===== config.mk =====
export PLATFORM = sky130hd
export DESIGN_NAME = pe_row_cfg_sequencer
export DESIGN_NICKNAME = d
export VERILOG_FILES = /design/src/rtl/pe_row_cfg_pkg.sv /design/src/rtl/run_cycle_counter.sv /design/src/rtl/pe_row_cfg_sequencer.sv
export SDC_FILE = /design/constraint.sdc
export NUM_CORES = 1
export LEC_CHECK = 0
export CAP_MARGIN = 20
export CORE_MARGIN = 2
export CORE_UTILIZATION = 47
export DETAILED_ROUTE_END_ITERATION = 10
export PLACE_DENSITY = 0.85
export REMOVE_ABC_BUFFERS = 1
export SLEW_MARGIN = 20
export SYNTH_ARGS = -nofsm -noshare
export SYNTH_HDL_FRONTEND = slang
export SYNTH_SLANG_ARGS = --single-unit

===== constraint.sdc =====
create_clock -name clk -period 4 [get_ports clk]
set_input_delay 0.8 -clock clk [delete_from_list [all_inputs] [get_ports clk]]
set_output_delay 0.8 -clock clk [all_outputs]
set_load 0.02 [all_outputs]

===== src/rtl/pe_row_cfg_pkg.sv =====
// Shared definitions for the PE row configuration sequencer.
//   N_TGT        : number of loadable targets in one row (LSU + four PEs)
//   state_t      : sequencer state encoding and its state constants
//   TGT_*        : cfg_tgt codes for each target
//   tgt_onehot() : maps a legal target code to its init_sel bit
//                  (LSU is the MSB, PE3 is the LSB)
package pe_row_cfg_pkg;

  localparam int unsigned N_TGT = 5;

  typedef logic [2:0] state_t;
  localparam state_t StIdle  = 3'd0;
  localparam state_t StLoad  = 3'd1;
  localparam state_t StIssue = 3'd2;
  localparam state_t StRun   = 3'd3;
  localparam state_t StDone  = 3'd4;

  localparam logic [2:0] TGT_LSU = 3'd0;
  localparam logic [2:0] TGT_PE0 = 3'd1;
  localparam logic [2:0] TGT_PE1 = 3'd2;
  localparam logic [2:0] TGT_PE2 = 3'd3;
  localparam logic [2:0] TGT_PE3 = 3'd4;

  localparam logic [N_TGT-1:0] MASK_ALL = '1;

  function automatic logic tgt_legal(input logic [2:0] tgt);
    return tgt <= TGT_PE3;
  endfunction

  function automatic logic [N_TGT-1:0] tgt_onehot(input logic [2:0] tgt);
    logic [N_TGT-1:0] sel;
    case (tgt)
      TGT_LSU: sel = 5'b10000;
      TGT_PE0: sel = 5'b01000;
      TGT_PE1: sel = 5'b00100;
      TGT_PE2: sel = 5'b00010;
      TGT_PE3: sel = 5'b00001;
      default: sel = '0;
    endcase
    return sel;
  endfunction

endpackage


===== src/rtl/run_cycle_counter.sv =====
// Down-counter holding the remaining run length of a PE row.
//   clk      : clock, rising edge
//   rst      : asynchronous active-low reset
//   load     : load load_val (takes priority over dec)
//   load_val : run length to load
//   dec      : decrement by one; saturates at zero
//   is_zero  : count is zero
//   is_one   : count is one (last run cycle)
module run_cycle_counter #(
  parameter int unsigned CNT_W = 16
) (
  input  logic             clk,
  input  logic             rst,
  input  logic             load,
  input  logic [CNT_W-1:0] load_val,
  input  logic             dec,
  output logic             is_zero,
  output logic             is_one
);

  logic [CNT_W-1:0] cnt_q;

  always_ff @(posedge clk or negedge rst) begin
    if (!rst) begin
      cnt_q <= '0;
    end else if (load) begin
      cnt_q <= load_val;
    end else if (dec && (cnt_q != '0)) begin
      cnt_q <= cnt_q - CNT_W'(1);
    end
  end

  assign is_zero = (cnt_q == '0);
  assign is_one  = (cnt_q == CNT_W'(1));

endmodule


===== src/rtl/pe_row_cfg_sequencer.sv =====
// Configuration/run sequencer for one PE row (LSU + PE_D x3 + PE_C).
// Takes config words over a valid/ready stream, loads each into its target with
// PE_config + one-hot init_sel + a one-cycle init_en strobe, and once all five
// targets are loaded runs the row for a programmed number of cycles.
//   clk, rst   : clock (rising edge), asynchronous active-low reset
//   start      : begin a load sequence (IDLE only); latches run_cycles
//   abort      : return to IDLE on the next edge from any state
//   cfg_valid/cfg_ready/cfg_tgt/cfg_data : config word stream
//   PE_config, init_sel, init_en         : load interface to the row
//   run        : row run enable, high for run_cycles cycles
//   busy, done : not idle / one-cycle end-of-run pulse
//   err        : sticky illegal-target flag, cleared by an accepted start
// All outputs are registered; their next values are decoded from state_d.
module pe_row_cfg_sequencer
  import pe_row_cfg_pkg::*;
#(
  parameter int unsigned CFG_W = 64,
  parameter int unsigned CNT_W = 16
) (
  input  logic             clk,
  input  logic             rst,
  input  logic             start,
  input  logic             abort,
  input  logic [CNT_W-1:0] run_cycles,
  input  logic             cfg_valid,
  output logic             cfg_ready,
  input  logic [2:0]       cfg_tgt,
  input  logic [CFG_W-1:0] cfg_data,
  output logic [CFG_W-1:0] PE_config,
  output logic [N_TGT-1:0] init_sel,
  output logic             init_en,
  output logic             run,
  output logic             busy,
  output logic             done,
  output logic             err
);

  state_t           state_q, state_d;
  logic [N_TGT-1:0] mask_q, mask_d, mask_new;
  logic [N_TGT-1:0] sel_q, sel_d;
  logic [CFG_W-1:0] cfg_q, cfg_d;
  logic             err_q, err_d;
  logic             ready_q, en_q, run_q, busy_q, done_q;
  logic             accept, cnt_load, cnt_dec, cnt_zero, cnt_one;

  run_cycle_counter #(
    .CNT_W(CNT_W)
  ) u_cnt (
    .clk     (clk),
    .rst     (rst),
    .load    (cnt_load),
    .load_val(run_cycles),
    .dec     (cnt_dec),
    .is_zero (cnt_zero),
    .is_one  (cnt_one)
  );

  assign accept   = ready_q & cfg_valid;
  assign mask_new = mask_q | sel_q;

  always_comb begin
    state_d  = state_q;
    mask_d   = mask_q;
    sel_d    = sel_q;
    cfg_d    = cfg_q;
    err_d    = err_q;
    cnt_load = 1'b0;
    cnt_dec  = 1'b0;
    if (abort) begin
      // err survives an abort; a handshake in this cycle is dropped.
      state_d = StIdle;
      mask_d  = '0;
      sel_d   = '0;
      cfg_d   = '0;
    end else begin
      case (state_q)
        StIdle: begin
          if (start) begin
            state_d  = StLoad;
            mask_d   = '0;
            err_d    = 1'b0;
            cnt_load = 1'b1;
          end
        end
        StLoad: begin
          if (accept) begin
            if (tgt_legal(cfg_tgt)) begin
              cfg_d   = cfg_data;
              sel_d   = tgt_onehot(cfg_tgt);
              state_d = StIssue;
            end else begin
              err_d = 1'b1;
            end
          end
        end
        StIssue: begin
          // A repeated target leaves the mask unchanged, so it just costs a reload.
          mask_d = mask_new;
          if (mask_new == MASK_ALL) begin
            state_d = cnt_zero ? StDone : StRun;
          end else begin
            state_d = StLoad;
          end
        end
        StRun: begin
          cnt_dec = 1'b1;
          if (cnt_one) begin
            state_d = StDone;
          end
        end
        StDone:  state_d = StIdle;
        default: state_d = StIdle;
      endcase
    end
  end

  always_ff @(posedge clk or negedge rst) begin
    if (!rst) begin
      state_q <= StIdle;
      mask_q  <= '0;
      sel_q   <= '0;
      cfg_q   <= '0;
      err_q   <= 1'b0;
      ready_q <= 1'b0;
      en_q    <= 1'b0;
      run_q   <= 1'b0;
      busy_q  <= 1'b0;
      done_q  <= 1'b0;
    end else begin
      state_q <= state_d;
      mask_q  <= mask_d;
      sel_q   <= sel_d;
      cfg_q   <= cfg_d;
      err_q   <= err_d;
      ready_q <= (state_d == StLoad);
      en_q    <= (state_d == StIssue);
      run_q   <= (state_d == StRun);
      busy_q  <= (state_d != StIdle);
      done_q  <= (state_d == StDone);
    end
  end

  assign cfg_ready = ready_q;
  assign init_en   = en_q;
  assign run       = run_q;
  assign busy      = busy_q;
  assign done      = done_q;
  assign err       = err_q;
  assign init_sel  = sel_q;
  assign PE_config = cfg_q;

endmodule


==> out/qor.yml, run 1 <==
vias: 3703
drc: 0
synthArstFlopShare: 1.00
grt_start_max_net_pins: 85
die_w_um: 99.3
routed_wl_um: 11800
setup_violations: 0
ant_nets: 0
io-pin-count: 163
leakagePower_nw: 2.61
synth_edf_count: 0
start_util: 0.487
hold_class: "primary input to asynchronous set/reset pin"
synth-seq-cells: 99
grt_antenna_before_repair: 0
netlist_area_um2: 4270
dp_cells: 614
fin_nets: 608
p_sw_frac: 0.280
cap_violations: 0
start_kind: "primary input"
track_usage: 0.241
fp-row-count: 34
drt_iter0_drc: 150
fmax_mhz: 350
core_um2: 8760
synth_top_area_share: 0.580
ctsResizeCount: 0
crit_arrival_ns: 3.15
cts_root_buf: "clkbuf_8"
grt-ovfl-total: 0
final_common_cell: "clkdlybuf4s50_1"
worstPathMaxFanout: 45
slew_headroom: 0.339
post_cts_buffers: 0
hold_ws_ns: 0.447
min_period_ns: 2.86
clock_latency_ns: 0.36
cts_tree: "yes"
critical_path_required_ns: 4.29
power_density_nw_per_um2: 326
die-area_um2: 9870
rsz0062_at_grt: "no"
postLayoutCoreUtil: 0.699
ys.flop_type: "dfrtp_1"
internal_power_w: 0.00144
combPwrFrac: 0.154
yosysWarnings: 0
ys_seq_area_frac: 0.580
dp_hpwl_um: 8560
fin_skew_ns: 0.0142
cts_sinks: 99
grt_pass1_vias: 3575
postLayoutSetupSlackWorst_ns: 1.14
worstMarginPinSlew_ns: 0.990
hold_viol: 0
final_max_slew_viol_count: 0
ctsLongestPathBuffers: 2
total_power_w: 0.00200
final_cells: 629
vias_per_cell: 5.89
place_ws_ns: 0.804
p_clk_frac: 0.294
areaGrowthSynthToFinish_pct: 43.4
die_h_um: 99.3
synth_area_leaders: "dfrtp_1 58%, a22o_1 13%, nor2_1 2.2%"
port_buffers: 162
period_share: 0.714
wl_per_cell_um: 18.8
cts_buffers: 9
drt_first_pass_iters: 4
power.switching_w: 0.000560
ys_types: 54
syn_area_per_cell_um2: 11.7
yosysTopAreaCell: "dfrtp_1"
h-tree-depth: 3
crit_type: "primary input to flip-flop"
mostFrequentLayoutCells: "161 x clkdlybuf4s50_1, 99 x dfrtp_1, 65 x a22o_1"
seq_power_share: 0.552
clk_pin_slew_ns: 0.10
peakVddDrop_uv: 198
endpoint_kind: "flip-flop"
routabilityCongestion: 0.872
syn_inst: 366
grt_pass1_wl_um: 19000
status: "completed"
drive_gt1_frac: 0.0537
hold_buffers: 0
antennaDiodeCount: 0
## metrics by stage
step                      setup TNS [ns]  cell area, µm²
after floorplan                   -24.05            4150
after global placement                 0            5950
after detailed placement               0            5950
after CTS                              0            6120
after global routing                   0            6120
final                                  0            6120
## state kept, by name, indices dropped and copies added, names as in the netlist
register     cells
PE_config       64
busy             1
cfg_ready        1
done             1
err              1
init_en          1
init_sel         5
mask_q           5
run              1
state_q          3
u_cnt.cnt_q     16
## cell type report
type | count | area [µm²]
sequential | 99 | 2480
inverter | 6 | 22.5
fill | 617 | 2640
clock buffer | 9 | 124
clock inverter | 6 | 50.0
timing repair buffer | 166 | 1650
tap | 108 | 135
multi-input combinational | 235 | 1660
## layer usage
layer | share of wire | up-vias | wire, µm | global-route usage
met1 | 0.42 | 1821 | 5010 | 0.318
met4 | 0.010 | 0 | 121 | 0.0643
met2 | 0.49 | 145 | 5820 | 0.402
li1 | - | 1723 | - | -
met3 | 0.074 | 14 | 879 | 0.0590
met5 | 0 | - | 0 | 0
## cell usage after synthesis, drive strengths merged, types with 2 or more instances
cell type and count:
dfrtp 99, a22o 65, nor2 25, clkbuf 14, nand2 14, buf 12, o21ai 12, or3 12
a31oi 11, nand3 8, nor3 8, a22oi 6, inv 6, nand4 6, nor4 6, or4 6
a21o 5, a21oi 5, nor2b 4, a32o 3, ha 3, o211ai 3, a211oi 2, nand2b 2
nor4b 2, o22ai 2, o311ai 2, o41ai 2, or2 2
## path summary, 6_finish.rpt
path                                               start                          to  slack [ns]  depth (start not counted)
worst max-delay path                          cfg_tgt[1]    PE_config[1]$_DFFE_PN0P_        1.14                          6
worst min-delay path                                 rst  u_cnt.cnt_q[8]$_DFFE_PN0P_        0.45                          1
worst max register to register      state_q[1]$_DFF_PN0_    PE_config[1]$_DFFE_PN0P_        1.64                          4
worst min register to register  PE_config[3]$_DFFE_PN0P_    PE_config[3]$_DFFE_PN0P_        0.51                          1
max in group asynchronous                            rst       mask_q[1]$_DFFE_PN0P_        2.76                          2
min in group clk                PE_config[3]$_DFFE_PN0P_    PE_config[3]$_DFFE_PN0P_        0.51                          1
## power by group through the flow
stage | logic (W) | clock network, W | registers, W
after floorplan | 0.000113 | 0 | 0.00113
after global placement | 0.000300 | 0 | 0.00112
after detailed placement | 0.000308 | 0 | 0.00112
after CTS | 0.000310 | 0.000604 | 0.00110
after global routing | 0.000336 | 0.000641 | 0.00111
final | 0.000307 | 0.000588 | 0.00110
## kinds of logic (layout without fill, tap and decap cells)
kind of cell / after synthesis / count (layout) / synth area share
simple gates: 103 / 103 / 0.139
compound gates: 129 / 129 / 0.238
flops: 99 / 99 / 0.580
fa+ha+maj: 3 / 3 / 0.00879
buf+inv: 32 / 187 / 0.0346
## critical path, cell delays in order
cell,delay [ns]
clkdlybuf4s50_1,0.56
o21a_1,0.24
nor4_1,0.12
nor2_4,0.78
buf_4,0.42
a22o_1,0.19
(Power assumes the default switching activity.)
==> inputs of run 2 (changes only) <==
--- a/config.mk
+++ b/config.mk
@@ -7,9 +7,9 @@
 export LEC_CHECK = 0
 export CAP_MARGIN = 20
 export CORE_MARGIN = 2
-export CORE_UTILIZATION = 47
+export CORE_UTILIZATION = 44
 export DETAILED_ROUTE_END_ITERATION = 10
-export PLACE_DENSITY = 0.85
+export PLACE_DENSITY = 0.8
 export REMOVE_ABC_BUFFERS = 1
 export SLEW_MARGIN = 20
 export SYNTH_ARGS = -nofsm -noshare
==> constraint.sdc (replaced) <==
create_clock -name clk -period 2.81 [get_ports clk]
set_input_delay 0.562 -clock clk [delete_from_list [all_inputs] [get_ports clk]]
set_output_delay 0.562 -clock clk [all_outputs]
set_load 0.02 [all_outputs]
==> out/qor.yml, run 2 (same netlist as run 1, synthesis figures left out) <==
status: "completed"  # unchanged
cts_root_buf: "clkbuf_8"  # unchanged
p_clk_frac: 0.303  # was 0.294
postLayoutSetupSlackWorst_ns: 0.552  # was 1.14 ns
power_density_nw_per_um2: 464  # was 326 nW/µm²
worstMarginPinSlew_ns: 0.607  # was 0.990 ns
die-area_um2: 10500  # was 9870 µm²
worstReg2RegEnd: "u_cnt.cnt_q[8]$_DFFE_PN0P_"  # was PE_config[1]$_DFFE_PN0P_
hold_buffers: 0  # unchanged
r2r_start: "u_cnt.cnt_q[0]$_DFFE_PN0P_"  # was state_q[1]$_DFF_PN0_
power.switching_w: 0.000800  # was 0.000560 W
start_kind: "primary input"  # unchanged
internal_power_w: 0.00209  # was 0.00144 W
r2r_cells: 6  # was 4
p_sw_frac: 0.277  # was 0.280
place_ws_ns: 0.180  # was 0.804 ns
wl_per_cell_um: 17.4  # was 18.8 µm
grt_pass1_vias: 3538  # was 3575
crit_type: "primary input to flip-flop"  # unchanged
cts_buffers: 9  # unchanged
cts_tree: "yes"  # unchanged
final_max_slew_viol_count: 0  # unchanged
fp-row-count: 35  # was 34
antennaDiodeCount: 0  # unchanged
cp_slowest_cell: "clkdlybuf4s50_1"  # was nor2_4
fin_nets: 611  # was 608
h-tree-depth: 3  # unchanged
routabilityCongestion: 0.909  # was 0.872
finalSetupTns_ns: 0  # unchanged
drt_first_pass_iters: 4  # unchanged
dp_hpwl_um: 8050  # was 8560 µm
port_buffers: 162  # unchanged
drc: 0  # unchanged
endpoint_kind: "flip-flop"  # unchanged
peakVddDrop_uv: 276  # was 198 µV
hold_class: "primary input to asynchronous set/reset pin"  # unchanged
final_cells: 654  # was 629
critical_path_required_ns: 3.09  # was 4.29 ns
final_common_cell: "clkdlybuf4s50_1"  # unchanged
fillCellCount: 724  # was 617
worstPathMaxFanout: 12  # was 45
critPathMaxStageDelay_ns: 0.64  # was 0.78 ns
fmax_mhz: 443
io-pin-count: 163  # unchanged
core_um2: 9330  # was 8760 µm²
r2r_slack_ns: 0.67  # was 1.64 ns
rsz0062_at_grt: "no"  # unchanged
hold_viol: 0  # unchanged
grt_start_max_net_pins: 100  # was 85
post_cts_buffers: 0  # unchanged
routed_wl_um: 11400  # was 11800 µm
drive_gt1_frac: 0.0610  # was 0.0537
period_share: 0.803
min_period_ns: 2.26
drt_iter0_drc: 206  # was 150
vias_per_cell: 5.67  # was 5.89
path_cells: "clkdlybuf4s50_1 > or3_1 > nor4_1 > nand2_1 > o2bb2ai_1"  # was clkdlybuf4s50_1 > o21a_1 > nor4_1 > nor2_4 > buf_4 > a22o_1
crit_arrival_ns: 2.54  # was 3.15 ns
fin_skew_ns: 0.00929  # was 0.0142 ns
ctsResizeCount: 0  # unchanged
grt_antenna_before_repair: 0  # unchanged
largest_reg_flops: 64  # unchanged
clock_latency_ns: 0.35  # was 0.36 ns
ctsLongestPathBuffers: 2  # unchanged
combPwrFrac: 0.155  # was 0.154
clk_pin_slew_ns: 0.10  # about the same
setup_violations: 0  # unchanged
die_w_um: 103  # was 99.3 µm
leakagePower_nw: 2.64  # was 2.61 nW
cap_violations: 0  # unchanged
grt-ovfl-total: 0  # unchanged
mostFrequentLayoutCells: "161 x clkdlybuf4s50_1, 99 x dfrtp_1, 65 x a22o_1"  # unchanged
cts_sinks: 99  # unchanged
grt_pass1_wl_um: 17700  # was 19000 µm
dp_cells: 638  # was 614
slew_headroom: 0.591  # was 0.339
track_usage: 0.215  # was 0.241
vias: 3708  # was 3703
start_util: 0.458  # was 0.487
die_h_um: 103  # was 99.3 µm
areaGrowthSynthToFinish_pct: 45.7  # was 43.4%
seq_power_share: 0.543  # was 0.552
ant_nets: 0  # unchanged
## run 2: changes by cell type in the layout (fill, tap and decap cells not counted)
cell,before,now
inv_6,2,3
buf_4,4,5
clkinv_4,2,0
inv_8,0,1
clkbuf_8,9,10
buf_6,1,0
buf_12,0,3
## run 2: cell type report
type | instances | area, µm² | share of cell area
Sequential cell | 99 | 2480 | 0.398
Timing Repair Buffer | 169 | 1710 | 0.275
Multi-Input combinational cell | 235 | 1660 | 0.267
Tap cell | 129 | 161 | 0.0259
Clock buffer | 10 | 138 | 0.0221
Clock inverter | 6 | 52.6 | 0.00844
Inverter | 6 | 22.5 | 0.00362
## run 2: worst max-delay path by stage
stage / from / to / slack [ns]
floorplan: abort / PE_config[0]$_DFFE_PN0P_ / -1.32
global placement: abort / PE_config[43]$_DFFE_PN0P_ / 0.29
detailed placement: abort / init_sel[2]$_DFFE_PN0P_ / 0.18
CTS: abort / init_sel[2]$_DFFE_PN0P_ / 0.58
global route: u_cnt.cnt_q[0]$_DFFE_PN0P_ / u_cnt.cnt_q[4]$_DFFE_PN0P_ / 0.35
finish: abort / init_sel[2]$_DFFE_PN0P_ / 0.55
## run 2: per-stage QoR
stage	instance area [µm²]	util	hold slack [ns]	power (W)
after floorplan	4150	-	0.266	0.00177
after global placement	6030	0.647	0.481	0.00203
after detailed placement	6030	0.647	0.480	0.00204
after CTS	6220	0.667	0.262	0.00293
after global routing	6220	0.667	0.265	0.00304
final	6220	0.667	0.218	0.00289
## run 2: critical path: cells and delay by family
family,cells,cell delay (ns)
and+or+nand+nor,3,1.15
buffers and inverters,1,0.64
AOI/OAI and AO/OA,1,0.17
## run 2: per-layer routing
layer,routed length [µm],up-vias,global-route usage
met3,852,4,0.0590
met4,50,0,0.0318
met1,4940,1857,0.294
met2,5560,124,0.356
li1,-,1723,-
met5,0,-,0
## run 2: power groups by stage
stage                     registers (W)  clock network (W)  logic [W]
after CTS                       0.00157           0.000913   0.000451
after floorplan                 0.00161                  0   0.000160
after global routing            0.00158           0.000970   0.000488
after detailed placement        0.00159                  0   0.000447
after global placement          0.00159                  0   0.000438
final                           0.00157           0.000874   0.000447
